File: src/rtl/plru_alloc_pkg.sv
// Shared types and tree-index helpers for the PLRU way-allocation controller.
// Optional way locking is enabled by defining PLRU_ALLOC_LOCK_EN.
package plru_alloc_pkg;

  localparam int DEFAULT_WAYS = 4;

  typedef enum logic {
    IDLE  = 1'b0,
    GRANT = 1'b1
  } state_t;

  // True when heap index 'node' is the leaf of 'way' or one of its ancestors.
  function automatic logic in_subtree(input int node, input int way, input int ways);
    int   idx;
    logic hit;
    idx = ways - 1 + way;
    hit = 1'b0;
    for (int k = 0; k < 32; k++) begin
      if (idx == node) hit = 1'b1;
      if (idx > 0) idx = (idx - 1) / 2;
    end
    return hit;
  endfunction

  function automatic logic node_on_path(input int node, input int way, input int ways);
    return in_subtree(node, way, ways);
  endfunction

  function automatic logic way_in_left(input int node, input int way, input int ways);
    return in_subtree(2 * node + 1, way, ways);
  endfunction

endpackage

File: src/rtl/plru_alloc_ctrl_tree.sv
// Tree pseudo-LRU node register with touch/alloc update and lock-aware victim walk.
// Lock-aware walking is only exercised when PLRU_ALLOC_LOCK_EN is defined in the top.
module plru_tree_state
  import plru_alloc_pkg::*;
#(
  parameter int WAYS  = DEFAULT_WAYS,
  parameter int IDX_W = $clog2(WAYS)
) (
  input  logic             clk,
  input  logic             rst_n,
  input  logic             clear,
  input  logic             touch_en,
  input  logic [IDX_W-1:0] touch_way,
  input  logic             alloc_en,
  input  logic [IDX_W-1:0] alloc_way,
  input  logic [WAYS-1:0]  lock_vec,
  output logic [IDX_W-1:0] victim
);

  logic [WAYS-2:0]  tree;
  logic [WAYS-2:0]  tree_nxt;
  logic [WAYS-2:0]  lock_l;
  logic [WAYS-2:0]  lock_r;
  logic [IDX_W-1:0] node_idx;
  logic [IDX_W-1:0] prefix;
  logic             go_right;

  // Allocation is applied after touch so it wins on shared nodes; clear wins over both.
  always_comb begin
    tree_nxt = tree;
    for (int n = 0; n < WAYS - 1; n++) begin
      for (int w = 0; w < WAYS; w++) begin
        if (touch_en && touch_way == IDX_W'(w) && node_on_path(n, w, WAYS))
          tree_nxt[n] = way_in_left(n, w, WAYS);
      end
    end
    for (int n = 0; n < WAYS - 1; n++) begin
      for (int w = 0; w < WAYS; w++) begin
        if (alloc_en && alloc_way == IDX_W'(w) && node_on_path(n, w, WAYS))
          tree_nxt[n] = way_in_left(n, w, WAYS);
      end
    end
    if (clear) tree_nxt = '0;
  end

  always_comb begin
    lock_l = '1;
    lock_r = '1;
    for (int n = 0; n < WAYS - 1; n++) begin
      for (int w = 0; w < WAYS; w++) begin
        if (in_subtree(2 * n + 1, w, WAYS) && !lock_vec[w]) lock_l[n] = 1'b0;
        if (in_subtree(2 * n + 2, w, WAYS) && !lock_vec[w]) lock_r[n] = 1'b0;
      end
    end
  end

  // Walk level by level; the chosen directions form the victim index MSB first.
  always_comb begin
    node_idx = '0;
    prefix   = '0;
    go_right = 1'b0;
    for (int lvl = 0; lvl < IDX_W; lvl++) begin
      node_idx = IDX_W'((1 << lvl) - 1) + prefix;
      go_right = tree[node_idx];
      if (go_right && lock_r[node_idx])       go_right = 1'b0;
      else if (!go_right && lock_l[node_idx]) go_right = 1'b1;
      prefix = (prefix << 1) | IDX_W'(go_right);
    end
  end

  assign victim = prefix;

  always_ff @(posedge clk or negedge rst_n) begin
    if (!rst_n) tree <= '0;
    else        tree <= tree_nxt;
  end

endmodule

File: src/rtl/plru_alloc_ctrl.sv
// Way-allocation controller: valid tracking, two-state grant FSM, PLRU victim choice.
// Define PLRU_ALLOC_LOCK_EN to add lock_vec / alloc_fail.
module plru_alloc_ctrl
  import plru_alloc_pkg::*;
#(
  parameter int WAYS  = DEFAULT_WAYS,
  parameter int IDX_W = $clog2(WAYS)
) (
  input  logic             clk,
  input  logic             rst_n,
  input  logic             alloc_req,
  output logic             alloc_gnt,
  output logic [IDX_W-1:0] alloc_way,
  output logic             alloc_evict,
  input  logic             touch_en,
  input  logic [IDX_W-1:0] touch_way,
  input  logic             inv_en,
  input  logic [IDX_W-1:0] inv_way,
  input  logic             inv_all,
`ifdef PLRU_ALLOC_LOCK_EN
  input  logic [WAYS-1:0]  lock_vec,
  output logic             alloc_fail,
`endif
  output logic [WAYS-1:0]  valid_vec,
  output logic             full
);

  state_t           state;
  state_t           state_nxt;
  logic             accept;
  logic             grant_upd;
  logic             fail_q;
  logic             all_locked;
  logic [WAYS-1:0]  lock_mask;
  logic [WAYS-1:0]  valid_nxt;
  logic             any_inv;
  logic [IDX_W-1:0] first_inv;
  logic [IDX_W-1:0] tree_victim;
  logic [IDX_W-1:0] victim;

`ifdef PLRU_ALLOC_LOCK_EN
  assign lock_mask  = lock_vec;
  assign all_locked = ~any_inv & (&lock_vec);
  assign alloc_fail = alloc_gnt & fail_q;
`else
  assign lock_mask  = '0;
  assign all_locked = 1'b0;
`endif

  plru_tree_state #(
    .WAYS  (WAYS),
    .IDX_W (IDX_W)
  ) u_tree (
    .clk       (clk),
    .rst_n     (rst_n),
    .clear     (inv_all),
    .touch_en  (touch_en),
    .touch_way (touch_way),
    .alloc_en  (grant_upd),
    .alloc_way (alloc_way),
    .lock_vec  (lock_mask),
    .victim    (tree_victim)
  );

  // Invalid ways always take precedence over the tree, lowest index first.
  always_comb begin
    any_inv   = 1'b0;
    first_inv = '0;
    for (int w = WAYS - 1; w >= 0; w--) begin
      if (!valid_vec[w]) begin
        any_inv   = 1'b1;
        first_inv = IDX_W'(w);
      end
    end
  end

  assign victim    = any_inv ? first_inv : tree_victim;
  assign alloc_gnt = (state == GRANT);
  assign grant_upd = alloc_gnt & ~fail_q;
  assign full      = &valid_vec;

  always_comb begin
    state_nxt = state;
    accept    = 1'b0;
    case (state)
      IDLE: begin
        if (alloc_req && !inv_all) begin
          accept    = 1'b1;
          state_nxt = GRANT;
        end
      end
      GRANT:   state_nxt = IDLE;
      default: state_nxt = IDLE;
    endcase
  end

  // Priority lowest to highest: inv_en, grant-cycle allocation, inv_all.
  always_comb begin
    valid_nxt = valid_vec;
    if (inv_en)    valid_nxt[inv_way]   = 1'b0;
    if (grant_upd) valid_nxt[alloc_way] = 1'b1;
    if (inv_all)   valid_nxt            = '0;
  end

  always_ff @(posedge clk or negedge rst_n) begin
    if (!rst_n) begin
      state       <= IDLE;
      valid_vec   <= '0;
      alloc_way   <= '0;
      alloc_evict <= 1'b0;
      fail_q      <= 1'b0;
    end else begin
      state     <= state_nxt;
      valid_vec <= valid_nxt;
      if (accept) begin
        alloc_way   <= victim;
        alloc_evict <= valid_vec[victim];
        fail_q      <= all_locked;
      end
    end
  end

endmodule

File: config.mk
export PLATFORM = sky130hd
export DESIGN_NAME = plru_alloc_ctrl
export DESIGN_NICKNAME = d
export VERILOG_FILES = /design/src/rtl/plru_alloc_pkg.sv /design/src/rtl/plru_alloc_ctrl_tree.sv /design/src/rtl/plru_alloc_ctrl.sv
export SDC_FILE = /design/constraint.sdc
export NUM_CORES = 1
export LEC_CHECK = 0
export ABC_AREA = 1
export ABC_CLOCK_PERIOD_IN_PS = 1000
export CAP_MARGIN = 20
export CORE_MARGIN = 2
export CORE_UTILIZATION = 43
export DETAILED_ROUTE_END_ITERATION = 8
export PLACE_DENSITY = 0.85
export SLEW_MARGIN = 5
export SYNTH_ARGS = -nofsm -noshare
export SYNTH_HDL_FRONTEND = slang
export SYNTH_SLANG_ARGS = --single-unit
File: constraint.sdc
create_clock -name clk -period 1 [get_ports clk]
set_input_delay 0.1 -clock clk [delete_from_list [all_inputs] [get_ports clk]]
set_output_delay 0.1 -clock clk [all_outputs]
set_load 0.05 [all_outputs]
==> flow_summary_export.csv, run 1 <==
group,metric,value,unit
run_status,status,"complete, but fails checks",
run_status,violations,"setup timing",
sta,min_period,1.156,ns
finish,final_layout_size_suffix_gt1_share,46.61,%
power_and_ir_drop,peakVddDrop,1002,µV
synthesis,avgSynthCellArea,7.668,µm²
setup_path,cp.arrival,1.06,ns
clock_network,clockBufferDepth,2,
sta,setup_viol,14,
placement,gp_congestion,0.8269,
setup_path,max_stage_delay,0.40,ns
setup_path,crit_fanout,2,
clock_network,clkLatencyLatePin,0.28,ns
floorplanning,core,1301,µm²
setup_path,path_buf_inv,1,
placement,port-buffer-count,18,
sta,finalCritPeriodShare,115.6,%
routing,first_pass_iters,4,
sta,finalClockSkew,0.001323,ns
power_and_ir_drop,power_leakage,0.5527,nW
floorplanning,fp.dieArea,1705,µm²
global_routing,grt_pass1_wl,2.856,mm
synthesis,yosysSeqAreaShare,46.03,%
power_and_ir_drop,power_density,1009,nW/µm²
placement,dp.cells,117,
finish,n_antenna_cell,0,
synthesis,synth-seq-cells,11,
finish,area_growth,97.70,%
synthesis,ys_types,19,
finish,final_common_cell,"nand2_1",
setup_path,crit_family,"flip-flops",
global_routing,grt_pass1_vias,701,
setup_path,setup.worst_path.end_class,"output pin",
finish,nets,129,
clock_network,cts_made_buffers,3,
floorplanning,start_util,45.96,%
sta,rsz0062_at_grt,"true",
clock_network,cts_tree,"done",
synthesis,synth_largest_area_cell,"dfrtp_1",
global_routing,grt_max_degree,12,
setup_path,path_cells,"nand2_2 > nor2_4 > buf_12",
placement,hpwlAfterDp,1.248,mm
sta,worstMarginPinSlew,0.2485,ns
global_routing,grt_usage,25.95,%
worst_hold_path,worstHoldPathType,"input pin to asynchronous set/reset pin",
setup_path,crit_type,"flip-flop to output pin",
synthesis,synth_top_area_share,46.03,%
sta,timing.final.ws_setup,-0.1560,ns
global_routing,gr-total-overflow,0,
finish,layout_common_cells,"24 x nand2_1, 10 x buf_12, 9 x clkdlybuf4s50_1, 9 x buf_4, 8 x buf_6",
routing,drc,0,
global_routing,antenna_found_initial,0,
power_and_ir_drop,p_int,0.7947,mW
routing,wl_per_cell,18.49,µm
sta,slew_headroom,83.38,%
floorplanning,die_w,41.30,µm
routing,wl,2.459,mm
floorplanning,die_height,41.30,µm
sta,slew_viol_final,0,
clock_network,clkTransAtPathRegs,0.09,ns
sta,fmax,865.1,MHz
setup_path,slowest_stage,"dfrtp_2",
power_and_ir_drop,clkPwrFrac,28.3,%
clock_network,cts_root_buffer,"clkbuf_4",
routing,first_iter_violations,29,
finish,fin_cells,133,
synthesis,netlist_area,598.1,µm²
routing,ant_nets,0,
clock_network,htree_levels,1,
synthesis,yosysWarnings,0,
routing,via_count,748,
power_and_ir_drop,comb_power_share,30.4,%
power_and_ir_drop,p_sw_share,33.37,%
routing,viasPerCell,5.624,
synthesis,netlist_instances,78,
placement,dpl_worst_slack,-0.2008,ns
synthesis,syn_nets,88,
power_and_ir_drop,switchingPower,0.3981,mW
run,maxCapViolCount,0,
sta,hold_viol,0,
setup_path,start_kind,"flip-flop",
power_and_ir_drop,seqPwrFrac,41.3,%
floorplanning,io_pins,19,
setup_path,required,0.90,ns
synthesis,ys_top_cells_by_area,"dfrtp_1 46%, nand2_1 16%, nand3_1 5.9%, o21ai_0 5.0%, inv_1 4.4%",
floorplanning,rows,13,
clock_network,clock_sinks,11,
## worst paths after layout
kind,slack [ns],end,cells after the start,startpoint
worst max-delay path,-0.16,full,3,valid_vec[1]
worst min-delay path,0.12,valid_vec[1],2,rst_n
worst max register to register,-0.14,u_tree.tree[2],5,alloc_gnt
worst min register to register,0.54,alloc_evict,2,alloc_evict
max in group asynchronous,0.72,alloc_way[1],2,rst_n
min in group clk,0.54,alloc_evict,2,alloc_evict
## final cells by class
cell class / count / area (µm²)
Timing Repair Buffer: 37 / 475.5
Multi-Input combinational cell: 55 / 319.1
Sequential cell: 11 / 282.8
Fill cell: 59 / 118.9
Inverter: 11 / 58.81
Clock buffer: 3 / 22.52
Tap cell: 15 / 18.77
Clock inverter: 1 / 5.005
## metal layers
| layer | track usage, % | vias to the layer above | routed length, µm |
|---|---|---|---|
| met2 | 48.05 | 48 | 1297 |
| met4 | 8.871 | 0 | 77 |
| li1 | - | 333 | - |
| met1 | 29.80 | 357 | 942 |
| met3 | 4.255 | 10 | 142 |
| met5 | 0 | - | 0 |
## timing repair
item / CTS / global route
buffers inserted: 9 / 2
gates resized for setup: 7 / 14
pin swaps: 5 / 4
hold buffers: 0 / 0
endpoints found under the hold margin: 0 / 0
cloned: 1 / 0
endpoints found under the setup margin: 6 / 17
## cells in the mapped netlist (all sizes together)
master and number:
nand2 27, dfrtp 11, inv 10, nand3 8, o21ai 7, a21oi 5
nor2 5, a31oi 1, buf 1, clkinv 1, nand3b 1, nand4 1
## power groups by stage
stage                     Sequential (mW)  Clock (mW)  Combinational (mW)
after floorplan                     0.535           0              0.0749
after detailed placement            0.511           0               0.247
after global routing                0.494       0.361               0.380
after global placement              0.508           0               0.239
final                               0.493       0.338               0.362
after CTS                           0.489       0.307               0.313
## registers in the layout, indices dropped and copies added, names as in the netlist
name         count
alloc_way        2
alloc_gnt        1
valid_vec        4
u_tree.tree      3
alloc_evict      1
## worst reg2reg max path, delay by kind of cell (launching register included)
kind / cells / cell delay, ns
buffers and inverters: 1 / 0.16
and+or+nand+nor: 3 / 0.28
DFF: 1 / 0.45
AOI/OAI and AO/OA: 1 / 0.15
## cell families after synthesis
group                  Yosys count  synth area share (%)
and+or+nand+nor                 42                 32.85
AOI/OAI and AO/OA               13                 12.34
buffers and inverters           12                 8.788
DFF                             11                 46.02
## metrics by stage
step	utilization, %	TNS, ns	power (mW)	cell area, µm²	hold WS (ns)
finish	90.87	-1.216	1.193	1182	0.1175
floorplan	-	-1.127	0.6101	618.1	-0.1956
CTS	86.06	-0.7792	1.109	1120	0.1191
global route	90.87	-1.813	1.235	1182	0.1164
detailed placement	72.88	-0.9693	0.7579	948.4	0.4183
global placement	72.88	-0.6741	0.7472	948.4	0.4074
Note: power is estimated with default switching activity, not from simulation.
==> inputs of run 2 (changes only) <==
--- a/config.mk
+++ b/config.mk
@@ -6,7 +6,7 @@
 export NUM_CORES = 1
 export LEC_CHECK = 0
 export ABC_AREA = 1
-export ABC_CLOCK_PERIOD_IN_PS = 1000
+export ABC_CLOCK_PERIOD_IN_PS = 1180
 export CAP_MARGIN = 20
 export CORE_MARGIN = 2
 export CORE_UTILIZATION = 43
==> constraint.sdc (replaced) <==
create_clock -name clk -period 1.18 [get_ports clk]
set_input_delay 0.118 -clock clk [delete_from_list [all_inputs] [get_ports clk]]
set_output_delay 0.118 -clock clk [all_outputs]
set_load 0.05 [all_outputs]
==> run 2 against run 1 <==
  * Highest routed layer unchanged
  * Final area down 18%
  * Clock-buffer cell count up 1
  * Sequential power down 14%
  * The run now ends clean
  * Sequential share of layout area up 5.2 points
  * Combinational power down 46%
  * Worst setup slack better by 0.19 ns
  * Non-clock buffer count down 12
==> flow_summary_export.csv, run 2 (same netlist as run 1, synthesis figures left out) <==
group,metric,value,unit
run_status,status,"finished, final reports clean",
clock_network,clock_sinks,11,
clock_network,clkLatencyLatePin,0.27,ns
power_and_ir_drop,comb_power_share,22.2,%
setup_path,start_kind,"flip-flop",
routing,wl_per_cell,11.85,µm
power_and_ir_drop,power,0.8859,mW
finish,nets,117,
power_and_ir_drop,p_sw_share,29.56,%
sta,min_period,1.148,ns
placement,hpwlAfterDp,1.143,mm
power_and_ir_drop,power_density,912.4,nW/µm²
finish,layout_common_cells,"25 x nand2_1, 9 x clkdlybuf4s50_1, 9 x buf_12",
routing,first_iter_violations,10,
power_and_ir_drop,power_leakage,0.4453,nW
power_and_ir_drop,p_int,0.6240,mW
floorplanning,die_w,41.30,µm
power_and_ir_drop,switchingPower,0.2619,mW
setup_path,crit_family,"flip-flops",
setup_path,path_cells,"nand2_2 > nor2_4 > buf_12",
routing,viasPerCell,5.033,
routing,wl,1.434,mm
setup_path,slowest_stage,"dfrtp_2",
floorplanning,fp.dieArea,1705,µm²
finish,n_fill_cell,103,
sta,finalCritPeriodShare,97.33,%
power_and_ir_drop,clkPwrFrac,30.0,%
placement,place_area,907.1,µm²
placement,dpl_worst_slack,0.03473,ns
finish,n_antenna_cell,0,
placement,gp_congestion,0.8344,
sta,rsz0062_at_grt,"false",
sta,fmax,870.7,MHz
sta,setup_viol,0,
routing,via_count,609,
finish,largest_reg_flops,4,
routing,drc,0,
clock_network,cts_made_buffers,3,
finish,final_common_cell,"nand2_1",
sta,finalClockSkew,0.005368,ns
finish,finish.instance_area,970.9,µm²
run,maxCapViolCount,0,
sta,slew_headroom,83.97,%
power_and_ir_drop,peakVddDrop,608.0,µV
global_routing,grt_max_degree,12,
global_routing,grt_usage,22.20,%
setup_path,required,1.06,ns
placement,port-buffer-count,18,
clock_network,htree_levels,1,
clock_network,cts_tree,"done",
global_routing,gr-total-overflow,0,
floorplanning,die_height,41.30,µm
clock_network,clkTransAtPathRegs,0.07,ns
routing,first_pass_iters,4,
floorplanning,rows,13,
power_and_ir_drop,seqPwrFrac,47.8,%
clock_network,clockBufferDepth,2,
sta,hold_viol,0,
setup_path,setup.worst_path.end_class,"output pin",
finish,final_layout_size_suffix_gt1_share,33.96,%
global_routing,antenna_found_initial,0,
floorplanning,core,1301,µm²
clock_network,cts_resized,0,
setup_path,crit_type,"flip-flop to output pin",
floorplanning,start_util,45.96,%
floorplanning,io_pins,19,
worst_hold_path,worstHoldPathType,"input pin to asynchronous set/reset pin",
setup_path,cp.arrival,1.03,ns
setup_path,max_stage_delay,0.37,ns
clock_network,cts_root_buffer,"clkbuf_4",
finish,max_flop_register,"valid_vec",
global_routing,grt_pass1_wl,2.456,mm
sta,whs,0.1246,ns
sta,worstMarginPinSlew,0.2405,ns
finish,reg_top3,"valid_vec: 4 flops, u_tree.tree: 3 flops, alloc_way: 2 flops",
finish,area_growth,62.34,%
sta,tns,0,ns
sta,slew_viol_final,0,
clock_network,cts_hold_buf,0,
global_routing,grt_pass1_vias,593,
routing,ant_nets,0,
sta,timing.final.ws_setup,0.03153,ns
setup_path,path_buf_inv,1,
setup_path,crit_fanout,2,
-- run 2: per-stage QoR --
step                cells  utilization [%]
floorplan              78                -
CTS                   120            74.04
detailed placement    112            69.71
global route          121            74.62
global placement      112            69.71
finish                121            74.62
-- run 2: per-layer routing --
metal | up-vias | wire length [µm] | GRT usage, %
li1 | 311 | - | -
met1 | 274 | 625 | 27.33
met2 | 20 | 730 | 38.28
met3 | 4 | 64 | 3.191
met4 | 0 | 13 | 9.677
met5 | - | 0 | 0
-- run 2: worst paths after layout --
| check | from | end | slack, ns | depth (start not counted) |
|---|---|---|---|---|
| min | rst_n | valid_vec[0] | 0.12 | 2 |
| max | valid_vec[3] | full | 0.03 | 3 |
| min reg2reg | u_tree.tree[2] | u_tree.tree[2] | 0.54 | 2 |
| max in group asynchronous | rst_n | alloc_gnt | 0.89 | 2 |
| max reg2reg | valid_vec[3] | alloc_way[0] | 0.17 | 7 |
| min in group clk | alloc_req | alloc_gnt | 0.50 | 3 |
-- run 2: cell type report --
type	instances	area [µm²]	area share, %
Clock buffer	4	26.28	2.706
Multi-Input combinational cell	55	275.3	28.35
Sequential cell	11	282.8	29.12
Tap cell	15	18.77	1.933
Inverter	11	45.04	4.639
Timing Repair Buffer	25	322.8	33.25
-- run 2: power by group through the flow --
stage	Combinational, mW	Clock (mW)	Sequential [mW]
after floorplan	0.0607	0	0.453
after global placement	0.183	0	0.433
after detailed placement	0.188	0	0.435
after CTS	0.199	0.262	0.423
after global routing	0.218	0.270	0.426
final	0.197	0.266	0.423
-- run 2: repair_timing --
item	in CTS	in global routing
setup buffers	4	1
pin swaps	0	1
setup endpoints to repair	1	1
==> inputs of run 3 (changes only) <==
--- a/config.mk
+++ b/config.mk
@@ -11,6 +11,7 @@
 export CORE_MARGIN = 2
 export CORE_UTILIZATION = 43
 export DETAILED_ROUTE_END_ITERATION = 8
+export GPL_ROUTABILITY_DRIVEN = 0
 export PLACE_DENSITY = 0.85
 export SLEW_MARGIN = 5
 export SYNTH_ARGS = -nofsm -noshare
==> results of run 3 <==
No change in the layout: final DEF, timing and power equal those of run 2.
